[src/rtl/can_tx_arbiter.sv]
// ============================================================================
//  Module   : can_tx_arbiter
//  Purpose  : Picks the next frame from NUM_Q TX FIFOs (lowest CAN ID, or
//             round-robin when CAN_TXARB_RR_EN is defined), holds it for the
//             bit-level transmitter and retries it on loss or error.
//  Revision : 1.0 - initial release
// ============================================================================
`default_nettype none

module can_tx_arbiter #(
    parameter int NUM_Q     = 4,
    parameter int ID_WIDTH  = 11,
    parameter int MAX_RETRY = 3,
    parameter int RETRY_GAP = 4
) (
    input  logic                 i_sys_clk,
    input  logic                 i_reset_n,
    input  logic [NUM_Q-1:0]     i_fifo_empty,
    input  logic [NUM_Q*128-1:0] i_fifo_r_data,
    output logic [NUM_Q-1:0]     o_fifo_r_en,
    output logic [127:0]         o_tx_frame,
    output logic                 o_tx_valid,
    input  logic                 i_tx_ack,
    input  logic                 i_tx_done,
    input  logic                 i_tx_lost,
    input  logic                 i_tx_err,
    output logic [2:0]           o_src_idx,
    output logic                 o_sent,
    output logic                 o_drop,
    output logic                 o_busy
);

    localparam logic [1:0] S_IDLE    = 2'd0;
    localparam logic [1:0] S_REQ     = 2'd1;
    localparam logic [1:0] S_BUSY    = 2'd2;
    localparam logic [1:0] S_BACKOFF = 2'd3;

    logic [1:0]   r_state;
    logic [3:0]   r_err_cnt;
    logic [7:0]   r_gap_cnt;
    logic [127:0] r_tx_frame;
    logic [2:0]   r_src_idx;
    logic         r_sent;
    logic         r_drop;

    logic         w_any;
    logic [2:0]   w_win;
    logic [127:0] w_head;
    logic [NUM_Q-1:0] w_pop;

`ifdef CAN_TXARB_RR_EN
    logic [2:0] r_rr_ptr;
    logic [3:0] w_dist;
    logic [3:0] w_best_dist;
    logic [3:0] w_next;

    // Rank each non-empty FIFO by its distance past the round-robin pointer.
    always_comb begin
        w_any       = 1'b0;
        w_win       = '0;
        w_head      = '0;
        w_dist      = '0;
        w_best_dist = '0;
        for (int q = 0; q < NUM_Q; q++) begin
            w_dist = 4'(q) - {1'b0, r_rr_ptr};
            if (3'(q) < r_rr_ptr) begin
                w_dist = w_dist + 4'(NUM_Q);
            end
            if (!i_fifo_empty[q] && (!w_any || (w_dist < w_best_dist))) begin
                w_any       = 1'b1;
                w_win       = 3'(q);
                w_best_dist = w_dist;
                w_head      = i_fifo_r_data[q*128 +: 128];
            end
        end
    end

    assign w_next = {1'b0, w_win} + 4'd1;

    always_ff @(posedge i_sys_clk or negedge i_reset_n) begin
        if (!i_reset_n) begin
            r_rr_ptr <= '0;
        end else if ((r_state == S_IDLE) && w_any) begin
            r_rr_ptr <= (w_next == 4'(NUM_Q)) ? 3'd0 : w_next[2:0];
        end
    end
`else
    logic [ID_WIDTH-1:0] w_best_id;

    // Strict less-than while scanning upward lets the lowest index win ties.
    always_comb begin
        w_any     = 1'b0;
        w_win     = '0;
        w_head    = '0;
        w_best_id = '0;
        for (int q = 0; q < NUM_Q; q++) begin
            if (!i_fifo_empty[q] &&
                (!w_any || (i_fifo_r_data[q*128+127 -: ID_WIDTH] < w_best_id))) begin
                w_any     = 1'b1;
                w_win     = 3'(q);
                w_best_id = i_fifo_r_data[q*128+127 -: ID_WIDTH];
                w_head    = i_fifo_r_data[q*128 +: 128];
            end
        end
    end
`endif

    // Pop strobe is held off while reset is asserted so no frame is lost then.
    always_comb begin
        w_pop = '0;
        for (int q = 0; q < NUM_Q; q++) begin
            w_pop[q] = (r_state == S_IDLE) && w_any && i_reset_n && (w_win == 3'(q));
        end
    end

    always_ff @(posedge i_sys_clk or negedge i_reset_n) begin
        if (!i_reset_n) begin
            r_state    <= S_IDLE;
            r_err_cnt  <= '0;
            r_gap_cnt  <= '0;
            r_tx_frame <= '0;
            r_src_idx  <= '0;
            r_sent     <= 1'b0;
            r_drop     <= 1'b0;
        end else begin
            r_sent <= 1'b0;
            r_drop <= 1'b0;
            case (r_state)
                S_IDLE: begin
                    if (w_any) begin
                        r_tx_frame <= w_head;
                        r_src_idx  <= w_win;
                        r_err_cnt  <= '0;
                        r_state    <= S_REQ;
                    end
                end
                S_REQ: begin
                    if (i_tx_ack) begin
                        r_state <= S_BUSY;
                    end
                end
                S_BUSY: begin
                    if (i_tx_done) begin
                        r_sent  <= 1'b1;
                        r_state <= S_IDLE;
                    end else if (i_tx_lost) begin
                        r_gap_cnt <= '0;
                        r_state   <= S_BACKOFF;
                    end else if (i_tx_err) begin
                        r_err_cnt <= r_err_cnt + 4'd1;
                        if ((r_err_cnt + 4'd1) == 4'(MAX_RETRY)) begin
                            r_drop  <= 1'b1;
                            r_state <= S_IDLE;
                        end else begin
                            r_gap_cnt <= '0;
                            r_state   <= S_BACKOFF;
                        end
                    end
                end
                S_BACKOFF: begin
                    if (r_gap_cnt == 8'(RETRY_GAP - 1)) begin
                        r_state <= S_REQ;
                    end else begin
                        r_gap_cnt <= r_gap_cnt + 8'd1;
                    end
                end
                default: r_state <= S_IDLE;
            endcase
        end
    end

    assign o_fifo_r_en = w_pop;
    assign o_tx_frame  = r_tx_frame;
    assign o_tx_valid  = (r_state == S_REQ);
    assign o_src_idx   = r_src_idx;
    assign o_sent      = r_sent;
    assign o_drop      = r_drop;
    assign o_busy      = (r_state != S_IDLE);

endmodule

`default_nettype wire

[config.mk]
export PLATFORM = sky130hd
export DESIGN_NAME = can_tx_arbiter
export DESIGN_NICKNAME = d
export VERILOG_FILES = /design/src/rtl/can_tx_arbiter.sv
export SDC_FILE = /design/constraint.sdc
export NUM_CORES = 1
export LEC_CHECK = 0
export ABC_AREA = 0
export CAP_MARGIN = 20
export CORE_AREA = 2 2 258 260
export DETAILED_ROUTE_END_ITERATION = 10
export DIE_AREA = 0 0 260 262
export PLACE_DENSITY = 0.52
export SLEW_MARGIN = 20
export SYNTH_ARGS = -nofsm -noshare
export SYNTH_HDL_FRONTEND = slang
export SYNTH_SLANG_ARGS = --single-unit
[constraint.sdc]
create_clock -name i_sys_clk -period 16.5 [get_ports i_sys_clk]
set_input_delay 4.95 -clock i_sys_clk [delete_from_list [all_inputs] [get_ports i_sys_clk]]
set_output_delay 4.95 -clock i_sys_clk [all_outputs]
set_load 0.01 [all_outputs]
==> results.ini <==
[run_status]
run_status = finished clean

[clocking]
cts_num_sinks = 146
cts_root_buffer = sky130_fd_sc_hd__clkbuf_16
clk_pin_slew_worst_paths_ns = 0.07
tritoncts = built
clock_latency_ns = 0.49
clockBufferDepth = 2
htree_levels = 4
cts_buffers = 17

[die]
start_util = 0.171
rows = 94
floorplan.die_area_um2 = 68100
horiz_die_dim_um = 260
placeableCoreArea_um2 = 65300
floorplan.io_pins = 661
die_y_um = 262

[routing]
wl_met2_um = 28800
drt-vias-per-instance = 4.41
vias = 12900
detailedRoute.firstIterationViolations = 730
antenna_left = 0
final_routed_drc_violation_total = 0
highest-signal-layer = met5
wl_met1_um = 25500
route.detailed.wl_per_inst_um = 20.7
drt-pass1-iter-count = 5
met3WireLength_um = 4980
routed_wirelength_um = 60400

[synthesis]
synth_cell_type_count = 55
postSynth.asyncResetShare = 1.00
post_synth_instance_area_um2 = 11200
post_synth_edffs = 0
synth.net_count = 1954
postSynthCellCount = 1396
synth_ff_type = sky130_fd_sc_hd__dfrtp_1
synth_seq_cells = 146
post_synth.cell_area_avg_um2 = 8.01
synth-seq-area-share = 0.327
yosys_warnings = 0

[cells_and_area]
final_design_area_no_fill_um2 = 19700
instances_no_fill = 2916
layout.cells.most_common = sky130_fd_sc_hd__clkdlybuf4s50_1
area_growth_pct = 76.3
nets = 2595
layout.cells.most_common_list = sky130_fd_sc_hd__clkdlybuf4s50_1, sky130_fd_sc_hd__nand2_1, sky130_fd_sc_hd__o21ai_0, sky130_fd_sc_hd__dfrtp_1
final_layout_size_suffix_gt1_frac = 0.0790

[setup_path]
worst_ep_required_time_ns = 11.55
setup.worst_path.class = primary input to output pin
category_of_the_worst_setup_path_capture_point = output pin
cp_slowest_cell = sky130_fd_sc_hd__clkdlybuf4s50_1
setup.worst_path.start_class = primary input
cpMostUsedCell = sky130_fd_sc_hd__buf_4
cp_slowest_stage_delay_ns = 0.46
cp_max_fo = 13
worstPathArrival_ns = 11.17

[sta]
setup-violations-final = 0
min_period_ns = 16.12
timing.final.max_slew_violations = 0
hold_violations_final = 0
tightest_slew_margin_relative_to_the_limit = 0.346
fin_worst_skew_ns = 0.0216
worst_pin_slew_ns = 0.981
min_period_over_period = 0.977
achievable-frequency_ghz = 0.0621

[global_routing]
grt_pass1_vias = 13000
grt_usage = 0.169
overflow_after_grt = 0
grt_antenna_before_repair = 2
grt_start_max_net_pins = 99
global_route_wire_length_before_repair_um = 85400

[power]
leakage_uw = 0.00800
power-per-cell-area_nw_per_um2 = 112
max_ir_drop_vdd_uv = 68.0
post-layout-total-power_uw = 2210

[flow_run]
max_cap_viol_count = 0

[place]
post-place-cells = 2875
hpwlAfterDp_um = 47600
finalWeightedCongestion = 0.890
placement.cell_area_um2 = 18800
portBuffers = 659

[worst_hold_path]
hp-class = flop to flop

-- worst paths after layout --
| path | from | endpoint | slack (ns) | cells after the start |
|---|---|---|---|---|
| worst min-delay path | o_tx_frame[19] | o_tx_frame[19] | 0.49 | 2 |
| worst max-delay path | i_fifo_r_data[127] | o_fifo_r_en[1] | 0.38 | 37 |
| min in group asynchronous | i_reset_n | o_tx_frame[32] | 4.37 | 1 |
| worst min register to register | o_tx_frame[19] | o_tx_frame[19] | 0.49 | 2 |
| max in group asynchronous | i_reset_n | o_tx_frame[109] | 10.95 | 2 |
| worst max register to register | r_state[1] | o_tx_frame[56] | 12.95 | 10 |
-- logic make-up (layout without fill, tap and decap cells) --
family | count (synthesis) | after routing | synth area share
AND/OR/NAND/NOR | 480 | 480 | 0.202
AO/OA/AOI/OAI | 460 | 460 | 0.247
flip-flops | 146 | 146 | 0.327
other | 1 | 3 | 0.000335
XOR/XNOR | 1 | 1 | 0.000783
adder cells (fa/ha/maj) | 36 | 36 | 0.0403
buffers and inverters | 139 | 793 | 0.0632
multiplexers | 133 | 133 | 0.120
-- through the flow --
stage | hold WS [ns] | setup TNS (ns) | setup WS (ns) | utilization
after global placement | 0.478 | -1.21 | -0.426 | 0.289
after floorplan | 0.462 | 0 | 0.142 | -
after CTS | 0.500 | 0 | 0.0115 | 0.300
after global routing | 0.523 | -0.0272 | -0.0148 | 0.302
after detailed placement | 0.485 | -1.61 | -0.505 | 0.289
final | 0.492 | 0 | 0.384 | 0.302
-- sequential cells by signal, indices dropped and copies added, names as in the netlist --
name and count:
o_src_idx 2, r_state 2, o_tx_frame 128, r_err_cnt 4
o_sent 1, o_drop 1, r_gap_cnt 8
-- power breakdown --
part	switching [uW]	internal, uW	leakage, uW
sequential	94.0	508	0.00186
clock	192	253	0.000303
combinational	594	568	0.00584
-- what timing repair did --
item	in CTS	in global routing
buffers inserted	4	3
gates resized for setup	16	28
endpoints found under the setup margin	4	4
pin swaps	3	7
hold buffers	0	0
-- metal layers --
metal / up-vias / global-route usage
met5: - / 0
met4: 2 / 0.0504
met3: 50 / 0.0530
met2: 527 / 0.281
met1: 6053 / 0.210
li1: 6227 / -
-- layout make-up --
class	count	area, um2
well taps	864	1080
inverters	22	82.6
clock inverters	12	168
repair buffers	739	7230
clock buffers	20	467
fillers	6870	45600
multi-input cells	1111	7030
diodes	2	5.00
flip-flops and latches	146	3650
-- cells in the mapped netlist (14+ instances only) --
| library cell | instances | area, um2 |
|---|---|---|
| sky130_fd_sc_hd__clkbuf_1 | 62 | 233 |
| sky130_fd_sc_hd__o211ai_1 | 131 | 983 |
| sky130_fd_sc_hd__buf_4 | 14 | 105 |
| sky130_fd_sc_hd__nand2b_1 | 131 | 820 |
| sky130_fd_sc_hd__nor2_1 | 29 | 109 |
| sky130_fd_sc_hd__dfrtp_1 | 146 | 3650 |
| sky130_fd_sc_hd__a21oi_1 | 26 | 130 |
| sky130_fd_sc_hd__mux2i_1 | 122 | 1220 |
| sky130_fd_sc_hd__o21ai_0 | 257 | 1290 |
| sky130_fd_sc_hd__buf_6 | 14 | 158 |
| sky130_fd_sc_hd__inv_1 | 21 | 78.8 |
| sky130_fd_sc_hd__nand2_1 | 269 | 1010 |
| sky130_fd_sc_hd__ha_1 | 36 | 450 |
-- worst max-delay path: cells and delay by family --
family / cells / cell delay, ns
fa+ha+maj: 3 / 0.84
mux: 2 / 0.43
simple gates: 8 / 0.92
compound gates: 12 / 1.96
buf+inv: 12 / 2.06
(Power assumes the default switching activity.)
==> edit 1: new RTL, config.mk and constraints unchanged <==
Set the parameter `ID_WIDTH` to 9 (it was 11).
--- a/src/rtl/can_tx_arbiter.sv
+++ b/src/rtl/can_tx_arbiter.sv
@@ -9,7 +9,7 @@
 
 module can_tx_arbiter #(
     parameter int NUM_Q     = 4,
-    parameter int ID_WIDTH  = 11,
+    parameter int ID_WIDTH  = 9,
     parameter int MAX_RETRY = 3,
     parameter int RETRY_GAP = 4
 ) (
Function: changed (a bounded check fails within 4 cycles, from zero or initial values and one cycle with i_reset_n low).
==> edit 1 against the original RTL <==
  * Routed wire length shrank 7.2%
  * Clock power is 11% lower
  * Via count decreased by 3.5%
  * Synthesized cell count down 2.3%
  * Maximum frequency fell by 0.11%
  * Sequential power fell by 2%
  * Critical path depth shrank 11
  * Count of clock-buffer cells in the layout shrank 3
  * Setup slack worse by 0.017 ns
  * Power fell by 3.6%
  * Area after synthesis decreased by 8.2%
  * Design area is 7.2% lower
  * Register-to-register slack gained 0.53 ns
  * Sequential cell count is the same
  * Critical path type unchanged
  * Highest routed layer unchanged
==> edit 1: results (changes against the original RTL) <==
Parameter                              Value

Place
  Cell area reported after detailed placement ... 0.0177 mm^2 (was 0.0188 mm^2)
  Final weighted congestion in routability-driven placement ... 0.826 (was 0.890)
  Placed wire-length estimate after detailed placement ... 45100 um (was 47600 um)

Logic synthesis
  Synthesized netlist net count ... 1916 (was 1954)
  Most area-consuming cells after synthesis ... dfrtp_1 (36%), a21oi_1 (13%), o221ai_1 (10%) (was dfrtp_1 (33%), o21ai_0 (12%), mux2i_1 (11%))
  Mux contribution to synthesized area ... 0 (was 0.120)
  Sequential cell area fraction in the yosys report ... 0.356 (was 0.327)
  Synthesized-area fraction occupied by ao, oa, aoi and oai cells ... 0.280 (was 0.247)

Route
  Number of DRC markers in iteration 0 ... 596 (was 730)
  Drt total wl ... 56100 um (was 60400 um)

GRT
  Vias in the first global route ... 12200 (was 13000)
  Antenna violations before repair ... 8 (was 2)
  Global router's overall resource usage ... 0.157 (was 0.169)
  Largest net degree at the start of global routing ... 89 (was 99)
  Wire length of the first global-routing pass ... 78700 um (was 85400 um)

Cells and area
  Net count reported at finish ... 2505 (was 2595)
  Max reg flops ... 128 (unchanged)
  Share of final-layout standard cells stronger than drive strength 1 ... 0.0351 (was 0.0790)

STA
  Setup Skew ... 0.0132 ns (was 0.0216 ns)
  Slew Limit Headroom ... 0.384 (was 0.346)

Setup path
  Critical path's slowest cell ... or4_4 (was clkdlybuf4s50_1)
  Family of cells with the greatest summed delay on the critical path ... compound AO/OA/AOI/OAI gates (was buffers and inverters)
  Critical path peak fanout ... 10 (was 13)
  Peak per-stage delay on the critical path ... 0.60 ns (was 0.46 ns)
  CP Data Arrival Time ... 11.18 ns (was 11.17 ns)

Power
  Peak VDD IR ... 0.0544 mV (was 0.0680 mV)
  Leak pwr ... 7.37 nW (was 8.00 nW)
  Total internal power ... 0.00125 W (was 0.00133 W)

Status
  Outcome ... completed (unchanged)
-- edit 1: changes by cell type after synthesis, sizes merged, moves of 117 or more --
| cell | unedited run | this run |
|---|---|---|
| mux2i | 122 | 0 |
| o221ai | 2 | 122 |
| nor2 | 29 | 148 |
| o211ai | 131 | 4 |
| nor3b | 5 | 122 |
| a21oi | 27 | 263 |
| o21ai | 269 | 30 |
-- edit 1: through the flow --
stage	util	setup WS [ns]	total power [W]	std cells
4_1_cts	0.280	0.0982	0.00218	2824
3_5_place_dp	0.271	0.102	0.00176	2792
5_1_grt	0.280	-0.0222	0.00229	2830
3_3_place_gp	0.271	0.167	0.00175	2792
6_report	0.280	0.367	0.00213	2832
2_1_floorplan	-	1.40	0.00109	1364
-- edit 1: timing repair --
action,4_1_cts,5_1_grt
endpoints found under the setup margin,0,4
buffers inserted,0,6
hold buffers,0,0
gates resized for setup,0,2
-- edit 1: cell families (layout without fill, tap and decap cells) --
| logic type | after synthesis | in the layout |
|---|---|---|
| other | 1 | 3 |
| buffers and inverters | 244 | 846 |
| AO/OA/AOI/OAI | 457 | 457 |
| adder cells (fa/ha/maj) | 31 | 31 |
| flip-flops | 146 | 146 |
| AND/OR/NAND/NOR | 485 | 485 |
-- edit 1: worst paths after layout --
kind / cells after the start / end / slack [ns] / from
max: 26 / o_fifo_r_en[3] / 0.37 / i_fifo_r_data[121]
min reg2reg: 2 / o_tx_frame[109]$_DFFE_PN0P_ / 0.49 / o_tx_frame[109]$_DFFE_PN0P_
min: 2 / o_tx_frame[109]$_DFFE_PN0P_ / 0.49 / o_tx_frame[109]$_DFFE_PN0P_
max reg2reg: 6 / o_tx_frame[10]$_DFFE_PN0P_ / 13.48 / r_state[0]$_DFFE_PN0P_
min in group asynchronous: 1 / o_tx_frame[19]$_DFFE_PN0P_ / 4.39 / i_reset_n
max in group asynchronous: 2 / o_tx_frame[102]$_DFFE_PN0P_ / 10.91 / i_reset_n
-- edit 1: power by group through the flow --
stage          Sequential [W]  Clock, W  Combinational (W)
4_1_cts              0.000593  0.000417            0.00117
2_1_floorplan        0.000654         0           0.000440
5_1_grt              0.000612  0.000429            0.00125
3_3_place_gp         0.000592         0            0.00116
3_5_place_dp         0.000599         0            0.00117
6_report             0.000592  0.000396            0.00114
-- edit 1: area by class of cell --
class / instances / area [um^2]
multi-input combinational: 974 / 5720
clock buffer: 17 / 425
inverter: 128 / 480
fill: 6979 / 47000
tap: 864 / 1080
timing repair buffer: 686 / 6800
clock inverter: 15 / 143
antenna: 2 / 5.00
sequential: 146 / 3650
-- edit 1: layer usage --
layer  wire [um]  part of all wire  up-vias  global-route usage
met5          53           0.00095        -                   0
met4        1550             0.028        8              0.0562
li1            -                 -     6018                   -
met2       27300              0.49      534               0.268
met3        5560             0.099       73              0.0639
met1       21600              0.39     5772               0.177
==> edit 2: new RTL, config.mk and constraints unchanged <==
Without the edit above. Add a define of `CAN_TXARB_RR_EN`.
--- a/src/rtl/can_tx_arbiter.sv
+++ b/src/rtl/can_tx_arbiter.sv
@@ -6,6 +6,8 @@
 //  Revision : 1.0 - initial release
 // ============================================================================
 `default_nettype none
+
+`define CAN_TXARB_RR_EN
 
 module can_tx_arbiter #(
     parameter int NUM_Q     = 4,
Function: changed (Yosys sat finds a counterexample within 4 cycles, from zero or initial values and one cycle with i_reset_n low).
==> edit 2 against the original RTL <==
  * Cell count down 12%
  * Routed wire length down 9.5%
  * Critical path type unchanged
  * Design area is 2.4% lower
  * Setup slack better by 0.31 ns
  * Highest routed layer unchanged
  * Worst hold slack improved by 0.028 ns
  * Area after synthesis up 1.2%
  * Largest cell class is now multi-input gates
  * Clock skew shrank 0.0052 ns
  * Sequential cell count up 3
Power is not compared: it rests on default switching activity, and its combinational part moved more than twofold at a synthesized area within 25%.
==> edit 2: results (changes against the original RTL) <==
Parameter                              Value

Clock tree
  Setup Buffers After CTS ... 0 (was 4)
  Resize count post-CTS ... 0 (was 16)

GRT
  Global routing usage on met2 ... 0.273 (was 0.281)
  Global router's overall resource usage ... 0.151 (was 0.169)
  Antenna violations before repair ... 1 (was 2)
  Vias in the first global route ... 12600 (was 13000)
  Wire length of the first global-routing pass ... 78200 um (was 85400 um)
  Met3 track demand over resource ... 0.0394 (was 0.0530)

Place
  Final weighted congestion in routability-driven placement ... 0.825 (was 0.890)
  Cell area reported after detailed placement ... 0.0187 mm^2 (was 0.0188 mm^2)
  Placed wire-length estimate after detailed placement ... 41200 um (was 47600 um)

Route
  Met1 WL ... 21700 um (was 25500 um)
  Met3 wire len ... 3980 um (was 4980 um)
  Number of vias per cell ... 4.79 (was 4.41)
  WL per Instance ... 21.4 um (was 20.7 um)

Worst hold path
  Start point of the worst hold path ... r_gap_cnt[4]$_DFFE_PN0P_ (was o_tx_frame[19]$_DFFE_PN0P_)
  Cells on Worst Hold Path ... 1 (was 2)

Setup path
  Peak per-stage delay on the critical path ... 0.62 ns (was 0.46 ns)
  Path depth of the worst reg2reg path ... 23 (was 10)
  Worst flop-to-flop path endpoint ... o_tx_frame[115]$_DFFE_PN0P_ (was o_tx_frame[56]$_DFFE_PN0P_)
  First element of the critical path ... i_fifo_empty[0] (was i_fifo_r_data[127])
  Critical path peak fanout ... 10 (was 13)
  CP Data Arrival Time ... 10.86 ns (was 11.17 ns)

Logic synthesis
  Netlist cell types ... 53 (was 55)
  Commonest cells post-synth ... nor2_1 (150), dfrtp_1 (149), mux2i_1 (130) (was nand2_1 (269), o21ai_0 (257), dfrtp_1 (146))
  Most area-consuming cells after synthesis ... dfrtp_1 (33%), a221oi_2 (13%), mux2i_1 (11%) (was dfrtp_1 (33%), o21ai_0 (12%), mux2i_1 (11%))
  Sequential cell area fraction in the yosys report ... 0.329 (was 0.327)
  Synthesized netlist net count ... 1662 (was 1954)

STA
  Worst slack on hold paths ... 0.520 ns (was 0.492 ns)
  Setup Skew ... 0.0164 ns (was 0.0216 ns)
  Worst Max-Slew Pin Slew ... 1.06 ns (was 0.981 ns)

Status
  Outcome ... completed (unchanged)

Cells and area
  Net count reported at finish ... 2227 (was 2595)
edit 2: cell count changes after synthesis, sizes merged, moves of 123 or more:
cell / unedited run / this run
o211ai: 131 / 0
nand2: 269 / 12
o21ai: 269 / 14
a221oi: 0 / 131
o32ai: 0 / 129
nand2b: 131 / 8
a22o: 1 / 128
edit 2: power groups by stage:
stage,Sequential [W],Combinational (W),Clock [W]
global placement,0.000676,0.00292,0
global route,0.000703,0.00314,0.000455
detailed placement,0.000679,0.00296,0
finish,0.000679,0.00292,0.000422
floorplan,0.000740,0.00184,0
CTS,0.000679,0.00296,0.000442
edit 2: metrics by stage:
step | std cells | utilization | setup slack (ns)
floorplan | 1117 | - | 1.02
global placement | 2527 | 0.286 | 0.980
detailed placement | 2527 | 0.286 | 0.807
CTS | 2558 | 0.295 | 0.772
global route | 2558 | 0.295 | 0.385
finish | 2559 | 0.295 | 0.694
edit 2: area by class of cell:
class | count | area share
antenna | 1 | 0.000130
clock inverter | 14 | 0.00923
tap | 864 | 0.0561
clock buffer | 17 | 0.0221
multi-input combinational | 816 | 0.365
sequential | 149 | 0.194
inverter | 19 | 0.00370
timing repair buffer | 679 | 0.350
edit 2: worst max-delay path, delay by kind of cell:
family	cells	cell delay, ns
AO/OA/AOI/OAI	5	1.34
multiplexers	1	0.36
adder cells (fa/ha/maj)	4	1.16
buffers and inverters	4	1.23
AND/OR/NAND/NOR	7	1.84
edit 2: kinds of logic after synthesis:
family	after synthesis	share of synthesized area
AOI/OAI and AO/OA	442	0.387
xor gates and xnor gates	5	0.00387
adders and majority gates	23	0.0254
buffers and inverters	152	0.0563
DFF	149	0.329
muxes	132	0.117
other	1	0.000331
and+or+nand+nor	213	0.0807
